===== config.mk =====
export PLATFORM = sky130hd
export DESIGN_NAME = inst_fetch_axi
export DESIGN_NICKNAME = d
export VERILOG_FILES = /design/src/rtl/inst_fetch_axi.sv
export SDC_FILE = /design/constraint.sdc
export NUM_CORES = 1
export LEC_CHECK = 0
export ABC_AREA = 1
export BUFFER_PORTS_ARGS = -buffer_cell sky130_fd_sc_hd__buf_2
export CAP_MARGIN = 20
export CORE_MARGIN = 1
export CORE_UTILIZATION = 45
export CTS_CLUSTER_DIAMETER = 40
export DETAILED_ROUTE_END_ITERATION = 7
export PLACE_DENSITY_LB_ADDON = 0.3
export SETUP_SLACK_MARGIN = 0.1
export SYNTH_ARGS = -nofsm -noshare
export SYNTH_HDL_FRONTEND = slang
export SYNTH_SLANG_ARGS = --single-unit

===== constraint.sdc =====
create_clock -name clk -period 1.9 [get_ports clk]
set_input_delay 0 -clock clk [delete_from_list [all_inputs] [get_ports clk]]
set_output_delay 0 -clock clk [all_outputs]
set_load 0.01 [all_outputs]

===== src/rtl/inst_fetch_axi.sv =====
// Instruction-fetch AXI4 read master: one single-beat read per fetch, result
// held for the IF/ID stage on a valid/ready handshake, flushed fetches drained.
module inst_fetch_axi (
  input  logic        clk,
  input  logic        rst,
  input  logic [31:0] pc,
  input  logic        pc_valid,
  output logic        pc_ready,
  input  logic [31:0] pc_excepttype,
  input  logic        flush,
  input  logic        full,
  output logic [31:0] if_pc,
  output logic [31:0] if_inst,
  output logic [31:0] if_excepttype,
  output logic        inst_valid,
  input  logic        inst_ready,
  output logic [3:0]  arid,
  output logic [31:0] araddr,
  output logic [7:0]  arlen,
  output logic [2:0]  arsize,
  output logic [1:0]  arburst,
  output logic        arvalid,
  input  logic        arready,
  input  logic [3:0]  rid,
  input  logic [31:0] rdata,
  input  logic [1:0]  rresp,
  input  logic        rlast,
  input  logic        rvalid,
  output logic        rready
);

  localparam logic [31:0] EXC_MISALIGN = 32'h0000_4000;
  localparam logic [31:0] EXC_BUS      = 32'h0000_2000;

  typedef enum logic [2:0] {
    S_IDLE,
    S_ADDR,
    S_DATA,
    S_HOLD,
    S_DRAIN
  } state_t;

  state_t      state, state_nx;
  logic        cancel, cancel_nx;
  logic [31:0] exc_lat;
  logic        accept;
  logic        misaligned;
  logic        capture;

  // The slave always returns rid 0 with rlast set on the single beat.
  logic unused;
  assign unused = ^{rid, rlast, rresp[0]};

  assign arid    = 4'd0;
  assign arlen   = 8'd0;
  assign arsize  = 3'b010;
  assign arburst = 2'b01;

  assign misaligned = (pc[1:0] != 2'b00);
  assign accept     = pc_valid & pc_ready;
  assign capture    = (state == S_DATA) & rvalid & ~flush;

  // NOTE: every signal driven here gets a default first, so no path leaves
  // one unassigned and no latch is inferred.
  always_comb begin
    state_nx   = state;
    cancel_nx  = cancel;
    pc_ready   = 1'b0;
    arvalid    = 1'b0;
    rready     = 1'b0;
    inst_valid = 1'b0;

    unique case (state)
      S_IDLE: begin
        pc_ready = rst & ~full & ~flush;
        if (accept) state_nx = misaligned ? S_HOLD : S_ADDR;
      end
      S_ADDR: begin
        // A flush cannot withdraw arvalid; remember it until the address goes out.
        arvalid = 1'b1;
        if (flush) cancel_nx = 1'b1;
        if (arready) begin
          state_nx  = (cancel | flush) ? S_DRAIN : S_DATA;
          cancel_nx = 1'b0;
        end
      end
      S_DATA: begin
        rready = 1'b1;
        if (rvalid)     state_nx = flush ? S_IDLE : S_HOLD;
        else if (flush) state_nx = S_DRAIN;
      end
      S_HOLD: begin
        inst_valid = 1'b1;
        pc_ready   = rst & inst_ready & ~full & ~flush;
        if (flush)           state_nx = S_IDLE;
        else if (accept)     state_nx = misaligned ? S_HOLD : S_ADDR;
        else if (inst_ready) state_nx = S_IDLE;
      end
      S_DRAIN: begin
        rready = 1'b1;
        if (rvalid) state_nx = S_IDLE;
      end
      default: state_nx = S_IDLE;
    endcase
  end

  // NOTE: sequential state uses non-blocking assignments so every register
  // samples pre-edge values regardless of statement order.
  always_ff @(posedge clk) begin
    if (!rst) begin
      state         <= S_IDLE;
      cancel        <= 1'b0;
      araddr        <= 32'd0;
      if_pc         <= 32'd0;
      if_inst       <= 32'd0;
      if_excepttype <= 32'd0;
      exc_lat       <= 32'd0;
    end else begin
      state  <= state_nx;
      cancel <= cancel_nx;
      if (accept) begin
        araddr  <= pc;
        if_pc   <= pc;
        exc_lat <= pc_excepttype;
        if (misaligned) begin
          if_inst       <= 32'd0;
          if_excepttype <= pc_excepttype | EXC_MISALIGN;
        end
      end
      if (capture) begin
        if_inst       <= rresp[1] ? 32'd0 : rdata;
        if_excepttype <= exc_lat | (rresp[1] ? EXC_BUS : 32'd0);
      end
    end
  end

endmodule


==> results of run 1 <==
==> per-layer routing <==
| metal | part of all wire | up-vias | global-route usage |
|---|---|---|---|
| met3 | 0.058 | 38 | 0.0702 |
| li1 | - | 2865 | - |
| met5 | 0 | - | 0 |
| met4 | 0.028 | 0 | 0.115 |
| met2 | 0.52 | 213 | 0.457 |
| met1 | 0.39 | 2533 | 0.264 |
==> worst reg2reg max path, stage by stage, from the launching register on <==
cell and delay (ns):
dfxtp_2 0.40, nand2_1 0.08, nor2_2 0.13, nand2_1 0.13, nand4_4 0.16, o21ai_4 0.08
inv_2 0.08, buf_6 0.26, nand2_1 0.11, a21oi_1 0.15
==> state kept, by name, summed over array words and instances (netlist names) <==
| name | flops |
|---|---|
| state | 3 |
| cancel | 1 |
| if_excepttype | 32 |
| if_inst | 32 |
| exc_lat | 32 |
| araddr | 32 |
==> cell type report <==
| class | instances | area, um2 |
|---|---|---|
| Multi-Input combinational cell | 481 | 2140 |
| Antenna cell | 1 | 2.50 |
| Timing Repair Buffer | 348 | 2310 |
| Inverter | 44 | 165 |
| Tap cell | 143 | 179 |
| Clock buffer | 23 | 478 |
| Clock inverter | 6 | 55.1 |
| Sequential cell | 132 | 2640 |
| Fill cell | 938 | 3650 |
==> report_power, final <==
part           internal, mW  total (mW)  switching (mW)
sequential             3.01        3.15           0.141
clock                  1.87        2.97            1.10
combinational         0.663        1.57           0.903
==> layout by cell type (no fill, tap or decap), types with 2 or more instances in the layout <==
cell | synthesis | layout
nand2_1 | 118 | 118
dlygate4sd3_1 | 0 | 98
inv_1 | 41 | 41
a21oi_1 | 64 | 64
clkbuf_16 | 0 | 17
nand3_1 | 3 | 3
buf_6 | 0 | 2
clkbuf_8 | 0 | 3
buf_2 | 23 | 236
clkbuf_1 | 20 | 3
nor2_1 | 141 | 141
inv_2 | 2 | 2
nor3_4 | 1 | 2
buf_4 | 50 | 9
buf_12 | 0 | 2
conb_1 | 2 | 17
o21ai_0 | 126 | 126
dfxtp_1 | 132 | 131
clkinv_2 | 0 | 5
nor2_2 | 2 | 2
==> worst max path at each step <==
stage	from	endpoint	slack, ns	depth (start not counted)
floorplan	state[0]	araddr[10]	0.38	8
global placement	state[1]	if_excepttype[0]	0.21	9
detailed placement	state[0]	if_inst[25]	0.15	9
CTS	state[0]	if_inst[25]	0.14	9
global route	state[0]	state[0]	0.08	8
finish	state[0]	if_inst[25]	0.24	9
==> per-stage QoR <==
stage / cell area, um2 / power (mW) / utilization
after floorplan: 5500 / 4.12 / -
after global placement: 6420 / 4.55 / 0.553
after detailed placement: 6420 / 4.57 / 0.553
after CTS: 7940 / 7.71 / 0.683
after global routing: 7970 / 8.09 / 0.686
final: 7970 / 7.69 / 0.686
==> cell families after synthesis <==
kind of cell / after synthesis / share of synthesized area
compound gates: 194 / 0.182
buf+inv: 137 / 0.134
flops: 132 / 0.486
other cells: 2 / 0.00138
simple gates: 270 / 0.197
==> repair_timing <==
item / 4_1_cts / 5_1_grt
hold buffers: 98 / 0
endpoints found under the setup margin: 0 / 70
gates resized for setup: 0 / 7
endpoints found under the hold margin: 128 / 0
==> results.ini, run 1 <==
[status]
status = finished, violations left
violations = DRC

[worst_setup_path]
rr_worst_depth = 9
crit_chain = nand2_1 -> nor2_2 -> nand2_1 -> nand4_4 -> o21ai_4 -> inv_2 -> buf_6 -> nand2_1 -> a21oi_1
critPathTopFamily = simple AND/OR/NAND/NOR gates
r2r_start = state[0]
worst-path-buf-inv = 2
cpMaxStageDelayCell = dfxtp_2
r2r_end = if_inst[25]
critPathMaxStageDelay_ns = 0.40
endpoint_kind = register
crit_top_cell = nand2_1
r2r_slack_ns = 0.24
critPathKind = register to register
worstPathArrival_ns = 1.99
required_ns = 2.24
worstSetupStartpointType = register
critPathMaxFanout = 32

[clocking]
cts_setup_buffers = 0
clk_pin_slew_ns = 0.05
clk_path_buf_depth = 2
cts.htree.levels = 4
cts_tree = built
clk_latency_ns = 0.41
clock_sinks = 132
cts_buffers = 17
root_buffer = clkbuf_16

[sta]
setup_tns_ns = 0
timing.fmax_ghz = 0.604
holdWs_ns = 0.0297
clock_skew_ns = 0.00563
fin_ws_ns = 0.244
setup_viol = 0
min_period_ns = 1.66
max_slew_margin = 0.474
worstMarginPinSlew_ns = 0.789
timing.final.max_slew_violations = 0
rsz0062_at_grt = false
finalHoldViolCount = 0
period_share = 0.872

[global_route]
grt_pass1_vias = 5231
antenna_found_initial = 1
grt.total_usage = 0.249
grt_max_degree = 97
grt_pass1_wl_mm = 24.8
grt_overflow = 0

[placement]
gp_congestion = 0.840
dpl_worst_slack_ns = 0.147
dp.cells = 1050
dpl.hpwl_mm = 9.47
io_buffers = 236

[pwr]
ir_worst_vdd_mv = 0.695
p_per_area_nw_per_um2 = 965
p_leak_nw = 3.84

[min_path]
hp-start = pc_valid
min_to = state[1]
holdCritPathClass = input pin to register
hold_depth = 5

[die]
num_rows = 39
dieArea_um2 = 12500
io_pins = 260
die_y_um = 112
start_util = 0.468
die_w_um = 112
coreArea_um2 = 11600

[synth]
yosys.cell_count.top_type = nor2_1
synth_edf_count = 0
synth_ff_type = dfxtp_1
yosys_warnings = 0
synth.avg_cell_area_um2 = 7.40
syn-instance-count = 735
ys_ff_latch = 132
yosysTopAreaCellShare = 0.486
synth_common_cells = nor2_1 (141), dfxtp_1 (132), o21ai_0 (126)
async_flop_share = 0
synth_top_cell_by_area = dfxtp_1
ys_seq_area_frac = 0.486
syn_area_um2 = 5440
ys_types = 24
synth_area_leaders = dfxtp_1 (49%), o21ai_0 (12%), nor2_1 (9.7%), nand2_1 (8.1%), buf_4 (6.9%)

[drt]
wl_per_cell_um = 13.2
drt-pass1-iter-count = 7
ant_nets = 0
drc = 20
via_count = 5649
vias_per_cell = 4.80
dr.first_iter.drc_count = 341
wl_mm = 15.5

[cells_and_area]
area_growth_pct = 46.5
layoutNonFillerInstCount = 1178
drive_above_1_share = 0.277
fin_nets = 1135

[flow_run]
drv_cap = 0

Power figures use the tool's default switching activity.
==> run 2, diff against run 1 <==
--- a/config.mk
+++ b/config.mk
@@ -5,7 +5,7 @@
 export SDC_FILE = /design/constraint.sdc
 export NUM_CORES = 1
 export LEC_CHECK = 0
-export ABC_AREA = 1
+export ABC_AREA = 0
 export BUFFER_PORTS_ARGS = -buffer_cell sky130_fd_sc_hd__buf_2
 export CAP_MARGIN = 20
 export CORE_MARGIN = 1
==> constraint.sdc (replaced) <==
create_clock -name clk -period 1.6 [get_ports clk]
set_input_delay 0 -clock clk [delete_from_list [all_inputs] [get_ports clk]]
set_output_delay 0 -clock clk [all_outputs]
set_load 0.01 [all_outputs]
==> run 2 against run 1 <==
  * The run ends with setup timing left
  * Non-clock buffer count grew 45
  * Sequential share of layout area shrank 4.7 points
  * Clock power grew 31%
  * Cell area grew 17%
  * Global-route usage grew 0.31 points
  * Combinational power shrank 36%
  * Clock skew grew 0.0037 ns
  * Sequential power grew 7.9%
  * Synthesized area grew 4.1%
  * Critical path depth shrank 2
  * Die area grew 4.1%
  * Via count grew 1.5%
  * Highest routed layer unchanged
==> results.ini, run 2 <==
[status]
status = finished, violations left
violations = setup timing

[drt]
wl_met1_mm = 7.67  ; +26%
via_count = 5734  ; +1.5%
dr.max_layer_used = met4
drt-pass1-iter-count = 7  ; unchanged
ant_nets = 0  ; unchanged
route.met2.wl_mm = 9.96  ; +23%
vias_per_cell = 5.16  ; +7.5%
wl_per_cell_um = 17.5  ; +32%
dr.first_iter.drc_count = 327  ; -4.1%
drc = 0  ; -100%
wl_met3_mm = 1.19  ; +33%
wl_mm = 19.4  ; +25%

[pwr]
combPwrFrac = 0.121  ; -0.083
p_int_mw = 6.37  ; +15%
netSwitchingFraction = 0.233  ; -0.0467
switching_power_mw = 1.93  ; -10%
p_leak_nw = 4.05  ; +5.4%
p_per_area_nw_per_um2 = 891  ; -7.7%
power_mw = 8.30  ; +8.0%
pwr-share-clk = 0.469  ; +0.083
ir_worst_vdd_mv = 0.874  ; +26%
p_seq_frac = 0.410  ; about the same

[cells_and_area]
drive_above_1_share = 0.449  ; +0.172
final_common_cell = buf_2
fin_nets = 1042  ; -8.2%
final_cell_mix = buf_2 (234), dfxtp_1 (129), nand2_1 (102), dlygate4sd3_1 (101), a21oi_1 (46)
fillers = 775  ; -17%
layoutNonFillerInstCount = 1112  ; -5.6%
area_growth_pct = 64.5

[synth]
synth_common_cells = dfxtp_1 (132), nand2_1 (130), a21oi_1 (67)
ys_types = 45  ; +88%
ys_ff_latch = 132  ; unchanged
synth_edf_count = 0  ; unchanged
synth_top_cell_by_area = dfxtp_1
async_flop_share = 0  ; unchanged
synth_area_leaders = dfxtp_1 (47%), nand2_1 (8.6%), a221oi_2 (8.0%), buf_4 (7.7%), a21oi_1 (5.9%)
yosys_warnings = 0  ; unchanged
yosysTopAreaCellShare = 0.466  ; -0.0193
synth.avg_cell_area_um2 = 9.49  ; +28%
syn_area_um2 = 5670  ; +4.1%
syn-instance-count = 597  ; -19%
ys_seq_area_frac = 0.466  ; -0.0193
synth_ff_type = dfxtp_1
yosys.cell_count.top_type = dfxtp_1

[die]
start_util = 0.466  ; -0.00259
num_rows = 40  ; +2.6%
coreArea_um2 = 12200  ; +4.7%
die_w_um = 114  ; +2.0%
io_pins = 260  ; unchanged
dieArea_um2 = 13000  ; +4.1%
die_y_um = 114  ; +2.0%

[clocking]
cts.htree.levels = 4  ; unchanged
cts_buffers = 17  ; unchanged
root_buffer = clkbuf_16
clk_path_buf_depth = 2  ; unchanged
clk_pin_slew_ns = 0.06  ; about the same
clk_latency_ns = 0.42  ; about the same
clock_sinks = 132  ; unchanged
cts_tree = built

[sta]
finalHoldViolCount = 0  ; unchanged
period_share = 1.04  ; +0.168
fin_ws_ns = -0.0632  ; -0.307 ns
setup_viol = 25  ; +25
clock_skew_ns = 0.00932  ; +0.00369 ns
holdWs_ns = 0.0260  ; -0.00369 ns
timing.final.max_slew_violations = 0  ; unchanged
timing.fmax_ghz = 0.601  ; -0.42%
min_period_ns = 1.66  ; +0.00700 ns
rsz0062_at_grt = true

[worst_setup_path]
r2r_end = exc_lat[22]
required_ns = 1.93  ; -0.31 ns
critPathMaxStageDelay_ns = 0.36  ; -0.04 ns
r2r_slack_ns = -0.06  ; -0.31 ns
rr_worst_depth = 7  ; -2
endpoint_kind = register
critPathKind = register to register
crit_chain = buf_8 -> xnor2_4 -> buf_6 -> and4_4 -> clkbuf_16 -> nand2_1 -> a21oi_1
crit_end = exc_lat[22]
critPathMaxFanout = 7  ; -78%
r2r_start = state[1]
worstPathArrival_ns = 2.00  ; about the same
cpMaxStageDelayCell = dfxtp_4
worstSetupStartpointType = register
startpoint = state[1]

[placement]
dpl.hpwl_mm = 10.1  ; +7.0%
io_buffers = 236  ; unchanged
gp_congestion = 0.825  ; -1.8%
dpl_worst_slack_ns = -0.0406  ; -0.187 ns
dp.cells = 951  ; -9.4%

[global_route]
grt_overflow = 0  ; unchanged
antenna_found_initial = 1  ; unchanged
grt_max_degree = 58  ; -40%
grt_pass1_vias = 5216  ; -0.29%
grt_pass1_wl_mm = 25.6  ; +3.2%
grt.total_usage = 0.253  ; +0.00315

[min_path]
holdCritPathClass = input pin to register

[flow_run]
drv_cap = 0  ; unchanged

-- run 2: logic make-up after synthesis --
logic type	Yosys count	synth area share
AND/OR/NAND/NOR	186	0.143
AO/OA/AOI/OAI	148	0.217
flip-flops	132	0.466
buffers and inverters	96	0.114
multiplexers	31	0.0548
XOR/XNOR	2	0.00309
other	2	0.00133
-- run 2: area by class of cell --
| type | count | area (um2) | share of cell area |
|---|---|---|---|
| well taps | 168 | 210 | 0.0226 |
| clock inverters | 7 | 96.3 | 0.0103 |
| inverters | 2 | 10.0 | 0.00107 |
| repair buffers | 393 | 3070 | 0.329 |
| flip-flops and latches | 132 | 2650 | 0.285 |
| diodes | 1 | 2.50 | 0.000269 |
| multi-input cells | 385 | 2780 | 0.298 |
| clock buffers | 24 | 502 | 0.0538 |
-- run 2: what timing repair did --
item | 4_1_cts | 5_1_grt
gates cloned | 1 | 15
pin swaps | 1 | 29
resized for setup | 15 | 82
hold buffers | 101 | 0
endpoints found under the hold margin | 127 | 0
endpoints found under the setup margin | 131 | 131
setup buffers | 0 | 12
-- run 2: metal layers --
metal,up-vias,GRT usage
li1,2688,-
met1,2732,0.276
met2,265,0.452
met3,49,0.0858
met4,0,0.0926
met5,-,0
-- run 2: power groups by stage --
| stage | Sequential (mW) | Combinational (mW) | Clock (mW) |
|---|---|---|---|
| floorplan | 3.49 | 0.374 | 0 |
| global placement | 3.47 | 0.637 | 0 |
| detailed placement | 3.47 | 0.652 | 0 |
| CTS | 3.40 | 0.863 | 3.95 |
| global route | 3.41 | 1.06 | 4.13 |
| finish | 3.40 | 1.00 | 3.90 |
-- run 2: worst min-delay path by stage --
stage / startpoint / end / slack [ns] / cells after the start
3_5_place_dp: rdata[9] / if_inst[9] / 0.22 / 2
2_1_floorplan: arready / cancel / 0.1 / 1
3_3_place_gp: rdata[21] / if_inst[21] / 0.22 / 2
5_1_grt: inst_ready / state[0] / 0.05 / 4
4_1_cts: inst_ready / state[0] / 0.01 / 4
6_report: inst_ready / state[0] / 0.03 / 4
-- run 2: critical path: cells and delay by family, from the launching register on --
kind / cells / cell delay, ns
compound gates: 1 / 0.15
flops: 1 / 0.36
buf+inv: 3 / 0.49
xor+xnor: 1 / 0.17
simple gates: 2 / 0.42
-- run 2: through the flow --
step | TNS [ns] | cell area, um2 | utilization
after floorplan | 0 | 5730 | -
after global placement | 0 | 6890 | 0.566
after CTS | -0.00944 | 8570 | 0.705
final | -0.413 | 9320 | 0.766
after global routing | -3.15 | 9320 | 0.766
after detailed placement | -0.257 | 6890 | 0.566
==> run 3, diff against run 2 <==
--- a/config.mk
+++ b/config.mk
@@ -7,7 +7,8 @@
 export LEC_CHECK = 0
 export ABC_AREA = 0
 export BUFFER_PORTS_ARGS = -buffer_cell sky130_fd_sc_hd__buf_2
-export CAP_MARGIN = 20
+export CAP_MARGIN = 40
+export CORE_ASPECT_RATIO = 2
 export CORE_MARGIN = 1
 export CORE_UTILIZATION = 45
 export CTS_CLUSTER_DIAMETER = 40
==> run 3 against run 2 <==
  * The run still ends with setup timing left
  * Total power increased by 2.4%
  * Worst hold slack improved by 0.10 ns
  * Core utilization decreased by 1.5 points
  * Clock skew about the same
  * Cell area decreased by 1.7%
==> results.ini, run 3 (synthesis gave the netlist of run 2 again) <==
[pwr]
switching_power_mw = 1.98  ; +2.4%
netSwitchingFraction = 0.233  ; about the same
ir_worst_vdd_mv = 0.813  ; -7.0%
pwr-share-clk = 0.484  ; +0.015
combPwrFrac = 0.115  ; -0.006
p_int_mw = 6.52  ; +2.3%
p_leak_nw = 3.98  ; -1.7%
p_per_area_nw_per_um2 = 928  ; +4.1%
p_seq_frac = 0.401  ; -0.009

[cells_and_area]
final_common_cell = buf_2
final_cell_mix = buf_2 (235), dfxtp_1 (129), dlygate4sd3_1 (101), nand2_1 (96), a21oi_1 (55)
drive_above_1_share = 0.442  ; -0.00673
fillers = 781  ; +0.77%
antenna_cells = 0  ; -1
area_growth_pct = 61.7
final_area_um2 = 9160  ; -1.7%
fin_nets = 1035  ; -0.67%
layoutNonFillerInstCount = 1084  ; -2.5%

[global_route]
grt_pass1_wl_mm = 26.8  ; +4.9%
grt_max_degree = 41  ; -29%
grt_overflow = 0  ; unchanged
grt_pass1_vias = 5698  ; +9.2%
antenna_found_initial = 0  ; -1
grt.total_usage = 0.267  ; +0.0146

[placement]
dpl.hpwl_mm = 10.6  ; +4.9%
dp.cells = 928  ; -2.4%
gp_congestion = 0.816  ; -1.1%
io_buffers = 236  ; unchanged
placed_area_um2 = 6770  ; -1.7%

[die]
io_pins = 260  ; unchanged
die_w_um = 81.3  ; -29%
coreArea_um2 = 12200  ; +0.28%
dieArea_um2 = 13100  ; +0.21%
num_rows = 57  ; +43%
start_util = 0.465  ; -0.00129
die_y_um = 161  ; +41%

[drt]
wl_mm = 19.5  ; +0.53%
dr.first_iter.drc_count = 310  ; -5.2%
drt-pass1-iter-count = 4  ; -3
via_count = 5769  ; +0.61%
wl_per_cell_um = 18.0  ; +3.1%
ant_nets = 0  ; unchanged
vias_per_cell = 5.32  ; +3.2%
drc = 0  ; unchanged

[clocking]
clk_pin_slew_ns = 0.06  ; about the same
root_buffer = clkbuf_16
clk_path_buf_depth = 2  ; unchanged
clock_sinks = 132  ; unchanged
cts_tree = built
cts_buffers = 17  ; unchanged
clk_latency_ns = 0.41  ; about the same
cts.htree.levels = 4  ; unchanged

[worst_setup_path]
critPathMaxFanout = 8  ; +1
worstSetupStartpointType = register
critPathKind = register to register
worstPathArrival_ns = 1.98  ; -0.02 ns
required_ns = 1.93  ; about the same
endpoint_kind = register
startpoint = state[2]
r2r_start = state[2]

[sta]
period_share = 1.04  ; -0.00381
setup_viol = 16  ; -36%
rsz0062_at_grt = true
finalHoldViolCount = 0  ; unchanged
worstMarginPinSlew_ns = 0.568
min_period_ns = 1.66  ; -0.00610 ns
timing.final.max_slew_violations = 0  ; unchanged
clock_skew_ns = 0.00975  ; +0.000434 ns
max_slew_margin = 0.621
fin_ws_ns = -0.0571  ; +0.00610 ns
timing.fmax_ghz = 0.603  ; +0.37%

[status]
violations = setup timing
status = finished, violations left

[min_path]
hp-start = inst_ready
holdCritPathClass = input pin to register

[flow_run]
drv_cap = 0  ; unchanged

[run 3: per-stage QoR]
| stage | util | setup TNS (ns) | hold WS (ns) | power, mW | worst slack [ns] |
|---|---|---|---|---|---|
| 5_1_grt | 0.751 | -3.16 | 0.141 | 8.77 | -0.132 |
| 3_5_place_dp | 0.555 | -4.80 | 0.221 | 4.12 | -0.117 |
| 3_3_place_gp | 0.555 | -1.85 | 0.220 | 4.10 | -0.0717 |
| 4_1_cts | 0.708 | 0 | 0.0222 | 8.44 | 0.00493 |
| 2_1_floorplan | - | 0 | 0.0966 | 3.87 | 0.114 |
| 6_report | 0.751 | -0.182 | 0.128 | 8.50 | -0.0571 |
[run 3: power groups by stage]
| stage | Sequential, mW | Combinational (mW) | Clock (mW) |
|---|---|---|---|
| 2_1_floorplan | 3.49 | 0.374 | 0 |
| 3_3_place_gp | 3.47 | 0.625 | 0 |
| 3_5_place_dp | 3.48 | 0.640 | 0 |
| 4_1_cts | 3.40 | 0.868 | 4.17 |
| 5_1_grt | 3.42 | 1.04 | 4.31 |
| 6_report | 3.41 | 0.978 | 4.11 |
[run 3: timing repair]
item                                    4_1_cts  5_1_grt
gates resized for setup                      21       73
endpoints found under the hold margin       124        0
endpoints found under the setup margin      131      133
cloned                                        3       11
hold buffers                                101        0
buffers inserted                              7        2
pin swaps                                     5       18
[run 3: area by class of cell]
type,count,area (um2),area share
clock inverter,12,180,0.0197
inverter,2,10.0,0.00109
sequential,132,2650,0.289
clock buffer,20,447,0.0488
multi-input combinational,384,2700,0.295
tap,147,184,0.0201
timing repair buffer,387,2990,0.326
[run 3: worst paths after layout]
kind | slack [ns] | cells past startpoint | to
setup / recovery | -0.06 | 6 | araddr[17]
hold / removal | 0.13 | 4 | state[1]
setup reg to reg | -0.06 | 6 | araddr[17]
hold reg to reg | 0.45 | 2 | exc_lat[4]
[run 3: worst max-delay path: stages, from the launching register on]
cell and delay, ns:
dfxtp_4 0.36, nor4b_4 0.31, and4_4 0.31, buf_12 0.17, buf_16 0.14, nand2_1 0.09
a21oi_1 0.19
[run 3: metal layers]
metal / up-vias / routed length, um / GRT usage
met3: 50 / 1330 / 0.0733
met5: - / 0 / 0
li1: 2672 / - / -
met4: 0 / 877 / 0.136
met2: 290 / 10600 / 0.495
met1: 2757 / 6660 / 0.255
